--- src/rtl/emu_state_bridge.sv ---
// Host-link bridge for a board emulator: takes 4-byte input-state frames, drives SW/KEY,
// waits for the board model to settle, then returns the sampled LED/HEX outputs as a 9-byte frame.
module emu_state_bridge #(
   parameter int SETTLE_CYCLES = 4,
   parameter int TIMEOUT       = 1000
) (
   input  logic        CLK,
   input  logic        RST,
   input  logic [7:0]  rx_data,
   input  logic        rx_valid,
   output logic [7:0]  tx_data,
   output logic        tx_valid,
   input  logic        tx_ready,
   output logic [9:0]  sw_out,
   output logic [3:0]  key_out,
   input  logic [51:0] outputs_in,
   output logic        busy,
   output logic [7:0]  err_count
);

   localparam int TO_W = (TIMEOUT > 1) ? $clog2(TIMEOUT) : 1;
   localparam logic [TO_W-1:0] TO_LAST    = TO_W'(TIMEOUT - 1);
   localparam logic [7:0]      SETTLE_LAST = 8'(SETTLE_CYCLES - 1);

   typedef enum logic [2:0] {
      IDLE, RX_B0, RX_B1, RX_CHK, SETTLE, TX_HDR, TX_DATA, TX_CHK
   } state_t;

   state_t          state_q, state_d;
   logic [7:0]      b0_q, b0_d;
   logic [7:0]      b1_q, b1_d;
   logic [9:0]      sw_q, sw_d;
   logic [3:0]      key_q, key_d;
   logic [51:0]     cap_q, cap_d;
   logic [7:0]      settle_q, settle_d;
   logic [TO_W-1:0] to_q, to_d;
   logic [2:0]      idx_q, idx_d;
   logic [7:0]      err_q, err_d;

   logic            err_inc;
   logic            to_expired;
   logic [55:0]     cap_ext;
   logic [7:0]      resp_chk;

   always_ff @(posedge CLK or posedge RST) begin
      if (RST) begin
         state_q  <= IDLE;
         b0_q     <= '0;
         b1_q     <= '0;
         sw_q     <= '0;
         key_q    <= '0;
         cap_q    <= '0;
         settle_q <= '0;
         to_q     <= '0;
         idx_q    <= '0;
         err_q    <= '0;
      end else begin
         state_q  <= state_d;
         b0_q     <= b0_d;
         b1_q     <= b1_d;
         sw_q     <= sw_d;
         key_q    <= key_d;
         cap_q    <= cap_d;
         settle_q <= settle_d;
         to_q     <= to_d;
         idx_q    <= idx_d;
         err_q    <= err_d;
      end
   end

   assign to_expired = (to_q == TO_LAST);

   // Request parsing, settle timing and response sequencing; bytes seen outside IDLE/RX are dropped.
   always_comb begin
      state_d  = state_q;
      b0_d     = b0_q;
      b1_d     = b1_q;
      sw_d     = sw_q;
      key_d    = key_q;
      cap_d    = cap_q;
      settle_d = settle_q;
      to_d     = to_q;
      idx_d    = idx_q;
      err_d    = err_q;
      err_inc  = 1'b0;

      case (state_q)
         IDLE: begin
            if (rx_valid && (rx_data == 8'hA5)) begin
               to_d    = '0;
               state_d = RX_B0;
            end
         end
         RX_B0: begin
            if (rx_valid) begin
               b0_d    = rx_data;
               to_d    = '0;
               state_d = RX_B1;
            end else if (to_expired) begin
               err_inc = 1'b1;
               state_d = IDLE;
            end else begin
               to_d = to_q + 1'b1;
            end
         end
         RX_B1: begin
            if (rx_valid) begin
               b1_d    = rx_data;
               to_d    = '0;
               state_d = RX_CHK;
            end else if (to_expired) begin
               err_inc = 1'b1;
               state_d = IDLE;
            end else begin
               to_d = to_q + 1'b1;
            end
         end
         RX_CHK: begin
            if (rx_valid) begin
               if ((rx_data == (b0_q ^ b1_q)) && (b1_q[7:6] == 2'b00)) begin
                  sw_d     = {b1_q[1:0], b0_q};
                  key_d    = b1_q[5:2];
                  settle_d = '0;
                  state_d  = SETTLE;
               end else begin
                  err_inc = 1'b1;
                  state_d = IDLE;
               end
            end else if (to_expired) begin
               err_inc = 1'b1;
               state_d = IDLE;
            end else begin
               to_d = to_q + 1'b1;
            end
         end
         SETTLE: begin
            if (settle_q == SETTLE_LAST) begin
               cap_d   = outputs_in;
               state_d = TX_HDR;
            end else begin
               settle_d = settle_q + 8'd1;
            end
         end
         TX_HDR: begin
            if (tx_ready) begin
               idx_d   = '0;
               state_d = TX_DATA;
            end
         end
         TX_DATA: begin
            if (tx_ready) begin
               if (idx_q == 3'd6) begin
                  state_d = TX_CHK;
               end else begin
                  idx_d = idx_q + 3'd1;
               end
            end
         end
         TX_CHK: begin
            if (tx_ready) begin
               state_d = IDLE;
            end
         end
         default: begin
            state_d = IDLE;
         end
      endcase

      if (err_inc && (err_q != 8'hFF)) begin
         err_d = err_q + 8'd1;
      end
   end

   assign cap_ext = {4'b0000, cap_q};

   always_comb begin
      resp_chk = '0;
      for (int i = 0; i < 7; i++) begin
         resp_chk = resp_chk ^ cap_ext[i*8 +: 8];
      end
   end

   // tx_data is a pure function of state, so it cannot change while the sink stalls.
   always_comb begin
      tx_valid = 1'b0;
      tx_data  = 8'h00;
      case (state_q)
         TX_HDR: begin
            tx_valid = 1'b1;
            tx_data  = 8'h5A;
         end
         TX_DATA: begin
            tx_valid = 1'b1;
            tx_data  = cap_ext[{idx_q, 3'b000} +: 8];
         end
         TX_CHK: begin
            tx_valid = 1'b1;
            tx_data  = resp_chk;
         end
         default: begin
            tx_valid = 1'b0;
            tx_data  = 8'h00;
         end
      endcase
   end

   assign sw_out    = sw_q;
   assign key_out   = key_q;
   assign busy      = (state_q != IDLE);
   assign err_count = err_q;

endmodule

--- config.mk ---
export PLATFORM = sky130hd
export DESIGN_NAME = emu_state_bridge
export DESIGN_NICKNAME = d
export VERILOG_FILES = /design/src/rtl/emu_state_bridge.sv
export SDC_FILE = /design/constraint.sdc
export NUM_CORES = 1
export LEC_CHECK = 0
export ABC_AREA = 1
export CAP_MARGIN = 20
export CORE_ASPECT_RATIO = 1.2
export CORE_MARGIN = 1
export CORE_UTILIZATION = 40
export CTS_CLUSTER_DIAMETER = 80
export CTS_CLUSTER_SIZE = 16
export DETAILED_ROUTE_END_ITERATION = 6
export SETUP_SLACK_MARGIN = 0.2
export SLEW_MARGIN = 40
export SYNTH_ARGS = -nofsm -noshare
export SYNTH_HDL_FRONTEND = slang
export SYNTH_SLANG_ARGS = --single-unit
export TNS_END_PERCENT = 30
--- constraint.sdc ---
create_clock -name CLK -period 4.55 [get_ports CLK]
set_input_delay 1.1375 -clock CLK [delete_from_list [all_inputs] [get_ports CLK]]
set_output_delay 1.1375 -clock CLK [all_outputs]
set_load 0.02 [all_outputs]
==> flow_metrics.py, run 1 <==
metrics = {
    "status": {
        "status": "completed",
    },
    "sta": {
        "fmax_ghz": 0.256,
        "final.setup.tns_ns": 0,
        "rsz0062_at_grt": "no",
        "relSlewSlack": 0.605,
        "tightest_slew_ns": 0.593,
        "fin_crit_sh": 0.860,
        "fin_worst_skew_ns": 0.00752,
        "min_period_ns": 3.91,
        "setup_viol": 0,
        "timing.final.hold_violations": 0,
        "slew_viol_final": 0,
        "holdWs_ns": 0.483,
    },
    "synth": {
        "synth-seq-cells": 114,
        "synth.area.top_cells": "dfrtp_1 45%, nand2_1 10%, inv_1 4.9%",
        "synthXorXnorAreaFrac": 0.0808,
        "synthArstFlopShare": 1.00,
        "syn_inst": 781,
        "yosys.area_share.simple": 0.208,
        "synth_top_family_by_area": "simple AND/OR/NAND/NOR gates",
        "yosysSeqAreaShare": 0.446,
        "synth_compound_area_frac": 0.126,
        "ys_top_cells_by_count": "174 x nand2_1, 114 x dfrtp_1, 84 x inv_1",
        "synth_fp_nets": 850,
        "synth_cell_type_count": 31,
        "yosysTopAreaCell": "dfrtp_1",
        "synth_most_common_cell": "nand2_1",
        "yosys_warnings": 0,
        "synthMuxAreaShare": 0.0523,
        "syn_area_um2": 6390,
        "synth.top_cell.area_share": 0.446,
        "synth-adder-area-share": 0.00978,
        "synth_edf_count": 0,
        "synth_area_per_cell_um2": 8.19,
        "synth_ff_type": "dfrtp_1",
    },
    "worst_setup_path": {
        "crit_family": "buffers and inverters",
        "rr_worst_depth": 5,
        "cp-start-kind": "flop",
        "r2r_start": "settle_q[0]$_DFFE_PP0P_",
        "worstPathArrival_ns": 2.77,
        "crit_required_ns": 3.41,
        "r2r-end": "cap_q[4]$_DFFE_PP0P_",
        "cp_cell_sequence": "inv_1 > nor2_1 > inv_1 > nor2_1 > nand2_1 > o21ai_0 > o21ai_0 > nand2_1 > clkdlybuf4s50_1",
        "worstSetupEndpointType": "primary output",
        "worstSetupPathType": "flop to primary output",
        "crit_buf_inv": 3,
        "cp_max_fo": 15,
        "slowest_stage": "dfrtp_1",
        "cpPeakStageDelay_ns": 0.66,
        "r2r_slack_ns": 2.47,
    },
    "floorplanning": {
        "die_area_um2": 16500,
        "rows": 50,
        "die_h_um": 140,
        "die_x_um": 117,
        "pin_count": 96,
        "core_um2": 15600,
        "initial_core_util": 0.409,
    },
    "min_path": {
        "hold_depth": 2,
        "worstHoldPathType": "flop to flop",
        "hold_end": "sw_out[9]$_DFFE_PP0P_",
        "min_from": "sw_out[9]$_DFFE_PP0P_",
    },
    "route": {
        "drt_wl_total_um": 14600,
        "dr.pass1.iters": 4,
        "via_per_inst": 4.80,
        "num_vias": 5264,
        "wire_per_inst_um": 13.3,
        "ant_nets": 0,
        "drc": 0,
        "drt_iter0_markers": 244,
    },
    "clock_tree": {
        "cts_buffers": 17,
        "postCtsHoldBufs": 0,
        "clk_pin_slew_ns": 0.05,
        "clockRootBuffer": "clkbuf_16",
        "cts_setup_buffers": 0,
        "cts.htree.levels": 4,
        "cts_sinks": 114,
        "cts_buffer_depth": 2,
        "insertion_delay_ns": 0.42,
        "cts_tree": "yes",
        "postCtsResizedCells": 0,
    },
    "cells_and_area": {
        "area_delta_synth_final_pct": 28.4,
        "n_antenna_cell": 0,
        "drive_gt1_frac": 0.126,
        "finalNetCount": 946,
        "fillers": 1499,
        "fin_cells": 1097,
        "fin_util": 0.525,
    },
    "place": {
        "place_hpwl_um": 10400,
        "dpl.cell_count": 1066,
        "place_congestion": 0.840,
        "io_buffers": 95,
    },
    "global_route": {
        "grt_pass1_vias": 5209,
        "grt_max_degree": 76,
        "grt_usage": 0.190,
        "antenna_found_initial": 0,
        "gr-total-overflow": 0,
        "grt_pass1_wl_um": 24800,
    },
    "power_and_ir_drop": {
        "powerDensity_nw_per_um2": 447,
        "vdd_drop_max_mv": 0.206,
        "leakage_uw": 0.00374,
    },
    "flow_run": {
        "cap_viol_max_count": 0,
    },
}
worst max path at each step:
stage,start,endpoint,cells past startpoint
4_1_cts,idx_q[1]$_DFFE_PP0P_,tx_data[0],9
3_5_place_dp,idx_q[1]$_DFFE_PP0P_,tx_data[0],9
5_1_grt,idx_q[1]$_DFFE_PP0P_,tx_data[1],9
6_report,idx_q[1]$_DFFE_PP0P_,tx_data[0],9
3_3_place_gp,idx_q[1]$_DFFE_PP0P_,tx_data[0],9
2_1_floorplan,RST,b0_q[0]$_DFFE_PP0P_,1
cells by family after synthesis:
family	Yosys count
simple gates	315
mux	29
flops	114
xor+xnor	59
fa+ha+maj	5
compound gates	139
buf+inv	120
placed cells by master, fill, tap and decap left out, types with 14 or more instances in the layout:
| master | instances |
|---|---|
| o21ai_0 | 62 |
| o21ai_1 | 16 |
| dfrtp_1 | 114 |
| a21oi_1 | 26 |
| clkbuf_16 | 17 |
| clkdlybuf4s50_1 | 95 |
| inv_1 | 83 |
| nor2_1 | 63 |
| a21oi_2 | 22 |
| inv_2 | 14 |
| xor2_1 | 26 |
| mux2_2 | 27 |
| nand3_1 | 53 |
| xnor2_1 | 33 |
| nand2_1 | 174 |
stage by stage:
step	setup slack, ns	total power, uW	cell area, um2
floorplan	0.397	1920	6390
global placement	1.15	2170	7520
detailed placement	1.11	2200	7550
CTS	0.664	3710	8210
global route	0.392	3900	8210
finish	0.638	3670	8210
per-layer routing:
layer,GRT usage,share of wire,wire length [um]
met1,0.226,0.45,6580
met2,0.337,0.50,7310
met3,0.0338,0.031,450
met4,0.0807,0.017,248
met5,0,0,0
flip-flops by register name, indices dropped and copies added (netlist names):
| signal | cells |
|---|---|
| b0_q | 8 |
| b1_q | 8 |
| cap_q | 52 |
| err_count | 8 |
| idx_q | 3 |
| key_out | 4 |
| settle_q | 8 |
| state_q | 3 |
| sw_out | 10 |
| to_q | 10 |
power by group:
| group | internal, uW | switching (uW) | leakage (uW) | total, uW |
|---|---|---|---|---|
| clock network | 1020 | 466 | 0.000322 | 1490 |
| logic | 346 | 534 | 0.00202 | 879 |
| registers | 1160 | 138 | 0.00140 | 1300 |
| total | 2530 | 1140 | 0.00374 | 3670 |
layout make-up:
| type | count | area, um2 | area share |
|---|---|---|---|
| inverter | 98 | 370 | 0.0451 |
| clock buffer | 22 | 484 | 0.0590 |
| multi-input combinational | 547 | 3060 | 0.373 |
| sequential | 114 | 2850 | 0.347 |
| tap | 208 | 260 | 0.0317 |
| clock inverter | 9 | 176 | 0.0215 |
| timing repair buffer | 99 | 1010 | 0.123 |
worst register-to-register path: cells and delay by family, from the launching register on:
kind                     cells  cell delay (ns)
flip-flops                   1             0.39
adder cells (fa/ha/maj)      1             0.23
AND/OR/NAND/NOR              3             0.85
multiplexers                 1             0.49
Power figures use the tool's default switching activity.
==> run 2, diff against run 1 <==
Settings changed: CELL_PAD_IN_SITES_DETAIL_PLACEMENT set to 1, CELL_PAD_IN_SITES_GLOBAL_PLACEMENT set to 1, PLACE_DENSITY_LB_ADDON set to 0.1.
==> run 2 against run 1 <==
Net effect: via count increased by 6.3%; clock-buffer cell count decreased by 2; worst setup slack improved by 0.017 ns; highest routed layer unchanged; critical path type unchanged; sequential cell count unchanged; critical path depth unchanged; non-clock buffer count decreased by 1; largest cell class unchanged; register-to-register slack got worse by 0.10 ns.
==> flow_metrics.py, run 2 (same netlist as run 1, synthesis figures left out) <==
metrics = {
    "sta": {
        "fmax_ghz": 0.257,
        "slew_viol_final": 0,
        "setup_viol": 0,
        "final.setup.tns_ns": 0,
        "relSlewSlack": 0.596,
        "min_period_ns": 3.89,
        "tightest_slew_ns": 0.606,
        "rsz0062_at_grt": "no",
        "timing.final.hold_violations": 0,
        "fin_crit_sh": 0.856,
        "fin_worst_skew_ns": 0.00853,
    },
    "floorplanning": {
        "pin_count": 96,
        "core_um2": 15600,
        "die_area_um2": 16500,
        "rows": 50,
        "initial_core_util": 0.409,
        "die_h_um": 140,
        "die_x_um": 117,
    },
    "worst_setup_path": {
        "crit_cells": 9,
        "r2r_slack_ns": 2.37,
        "cp_max_fo": 15,
        "rr_worst_depth": 5,
        "worstPathArrival_ns": 2.76,
        "crit_buf_inv": 3,
        "worstSetupEndpointType": "primary output",
        "crit_start": "idx_q[1]$_DFFE_PP0P_",
        "cp-start-kind": "flop",
        "r2r-end": "cap_q[32]$_DFFE_PP0P_",
        "crit_required_ns": 3.41,
        "slowest_stage": "dfrtp_1",
        "cp-endpoint": "tx_data[0]",
        "worstSetupPathType": "flop to primary output",
        "cp_cell_sequence": "inv_1 > nor2_1 > inv_1 > nor2_1 > nand2_1 > o21ai_0 > o21ai_0 > nand2_1 > clkdlybuf4s50_1",
        "r2r_start": "settle_q[0]$_DFFE_PP0P_",
        "cpPeakStageDelay_ns": 0.64,
        "crit_family": "buffers and inverters",
    },
    "clock_tree": {
        "clockRootBuffer": "clkbuf_16",
        "cts_buffers": 17,
        "postCtsHoldBufs": 0,
        "cts_tree": "yes",
        "cts_setup_buffers": 0,
        "clk_pin_slew_ns": 0.06,
        "insertion_delay_ns": 0.42,
        "cts_buffer_depth": 2,
        "postCtsResizedCells": 0,
        "cts_sinks": 114,
        "cts.htree.levels": 4,
    },
    "route": {
        "dr.pass1.iters": 4,
        "drc": 0,
        "drt_wl_total_um": 17400,
        "drt_iter0_markers": 189,
        "ant_nets": 0,
        "num_vias": 5593,
        "via_per_inst": 5.10,
        "wire_per_inst_um": 15.9,
    },
    "global_route": {
        "grt_usage": 0.226,
        "grt_pass1_wl_um": 29500,
        "grt_max_degree": 76,
        "antenna_found_initial": 0,
        "grt_pass1_vias": 6021,
        "gr-total-overflow": 0,
    },
    "place": {
        "place_congestion": 0.821,
        "dpl.cell_count": 1065,
        "dpl_cell_area_um2": 7530,
        "io_buffers": 95,
        "place_hpwl_um": 12700,
    },
    "cells_and_area": {
        "final_cell_mix": "174 x nand2_1, 114 x dfrtp_1, 95 x clkdlybuf4s50_1",
        "fin_cells": 1097,
        "final_area_um2": 8120,
        "final_common_cell": "nand2_1",
        "drive_gt1_frac": 0.126,
        "finalNetCount": 945,
        "n_antenna_cell": 0,
        "regMostFlops": "cap_q",
        "largest_reg_flops": 52,
        "area_delta_synth_final_pct": 27.0,
    },
    "flow_run": {
        "cap_viol_max_count": 0,
    },
    "power_and_ir_drop": {
        "powerDensity_nw_per_um2": 437,
        "vdd_drop_max_mv": 0.303,
        "leakage_uw": 0.00369,
    },
    "min_path": {
        "min_from": "key_out[3]$_DFFE_PP0P_",
        "worstHoldPathType": "flop to flop",
    },
    "status": {
        "status": "completed",
    },
}
-- run 2: cell types whose count changed in the layout (fill, tap and decap cells not counted) --
cell	change
bufinv_16	-3
clkbuf_8	-2
clkinv_4	+2
clkinvlp_4	+2
inv_6	+2
buf_12	-1
clkinv_2	+1
inv_4	-1
-- run 2: final cells by class --
cell class | instances | area [um2]
clock buffer | 20 | 457
clock inverter | 12 | 133
fill | 1872 | 7520
inverter | 98 | 373
multi-input combinational | 547 | 3060
sequential | 114 | 2850
tap | 208 | 260
timing repair buffer | 98 | 986
-- run 2: through the flow --
step	hold slack [ns]	util	total power [uW]	worst slack, ns
after floorplan	0.474	-	1920	0.397
after global placement	0.472	0.481	2180	1.14
after detailed placement	0.477	0.482	2240	1.10
after CTS	0.492	0.519	3580	0.638
after global routing	0.521	0.519	3770	0.362
final	0.489	0.519	3550	0.655
-- run 2: how the worst min path moves through the flow --
stage | to | slack [ns] | depth (start not counted)
CTS | key_out[3]$_DFFE_PP0P_ | 0.49 | 2
global route | sw_out[3]$_DFFE_PP0P_ | 0.52 | 2
detailed placement | key_out[3]$_DFFE_PP0P_ | 0.48 | 2
finish | key_out[3]$_DFFE_PP0P_ | 0.49 | 2
global placement | sw_out[5]$_DFFE_PP0P_ | 0.47 | 2
floorplan | b1_q[3]$_DFFE_PP0P_ | 0.47 | 2
-- run 2: worst min-delay path: cells and delay by family, from the launching register on --
kind | cells | cell delay (ns)
AO/OA/AOI/OAI | 1 | 0.06
flip-flops | 1 | 0.34
AND/OR/NAND/NOR | 1 | 0.05
-- run 2: routing by layer --
layer,share of wire,track usage,vias to the layer above
li1,-,-,2706
met1,0.42,0.258,2765
met2,0.54,0.416,99
met3,0.029,0.0448,23
met4,0.016,0.0820,0
met5,0,0,-
-- run 2: report_power, final --
group / total [uW] / internal (uW) / switching (uW)
sequential: 1300 / 1160 / 146
clock: 1330 / 835 / 491
combinational: 918 / 345 / 573
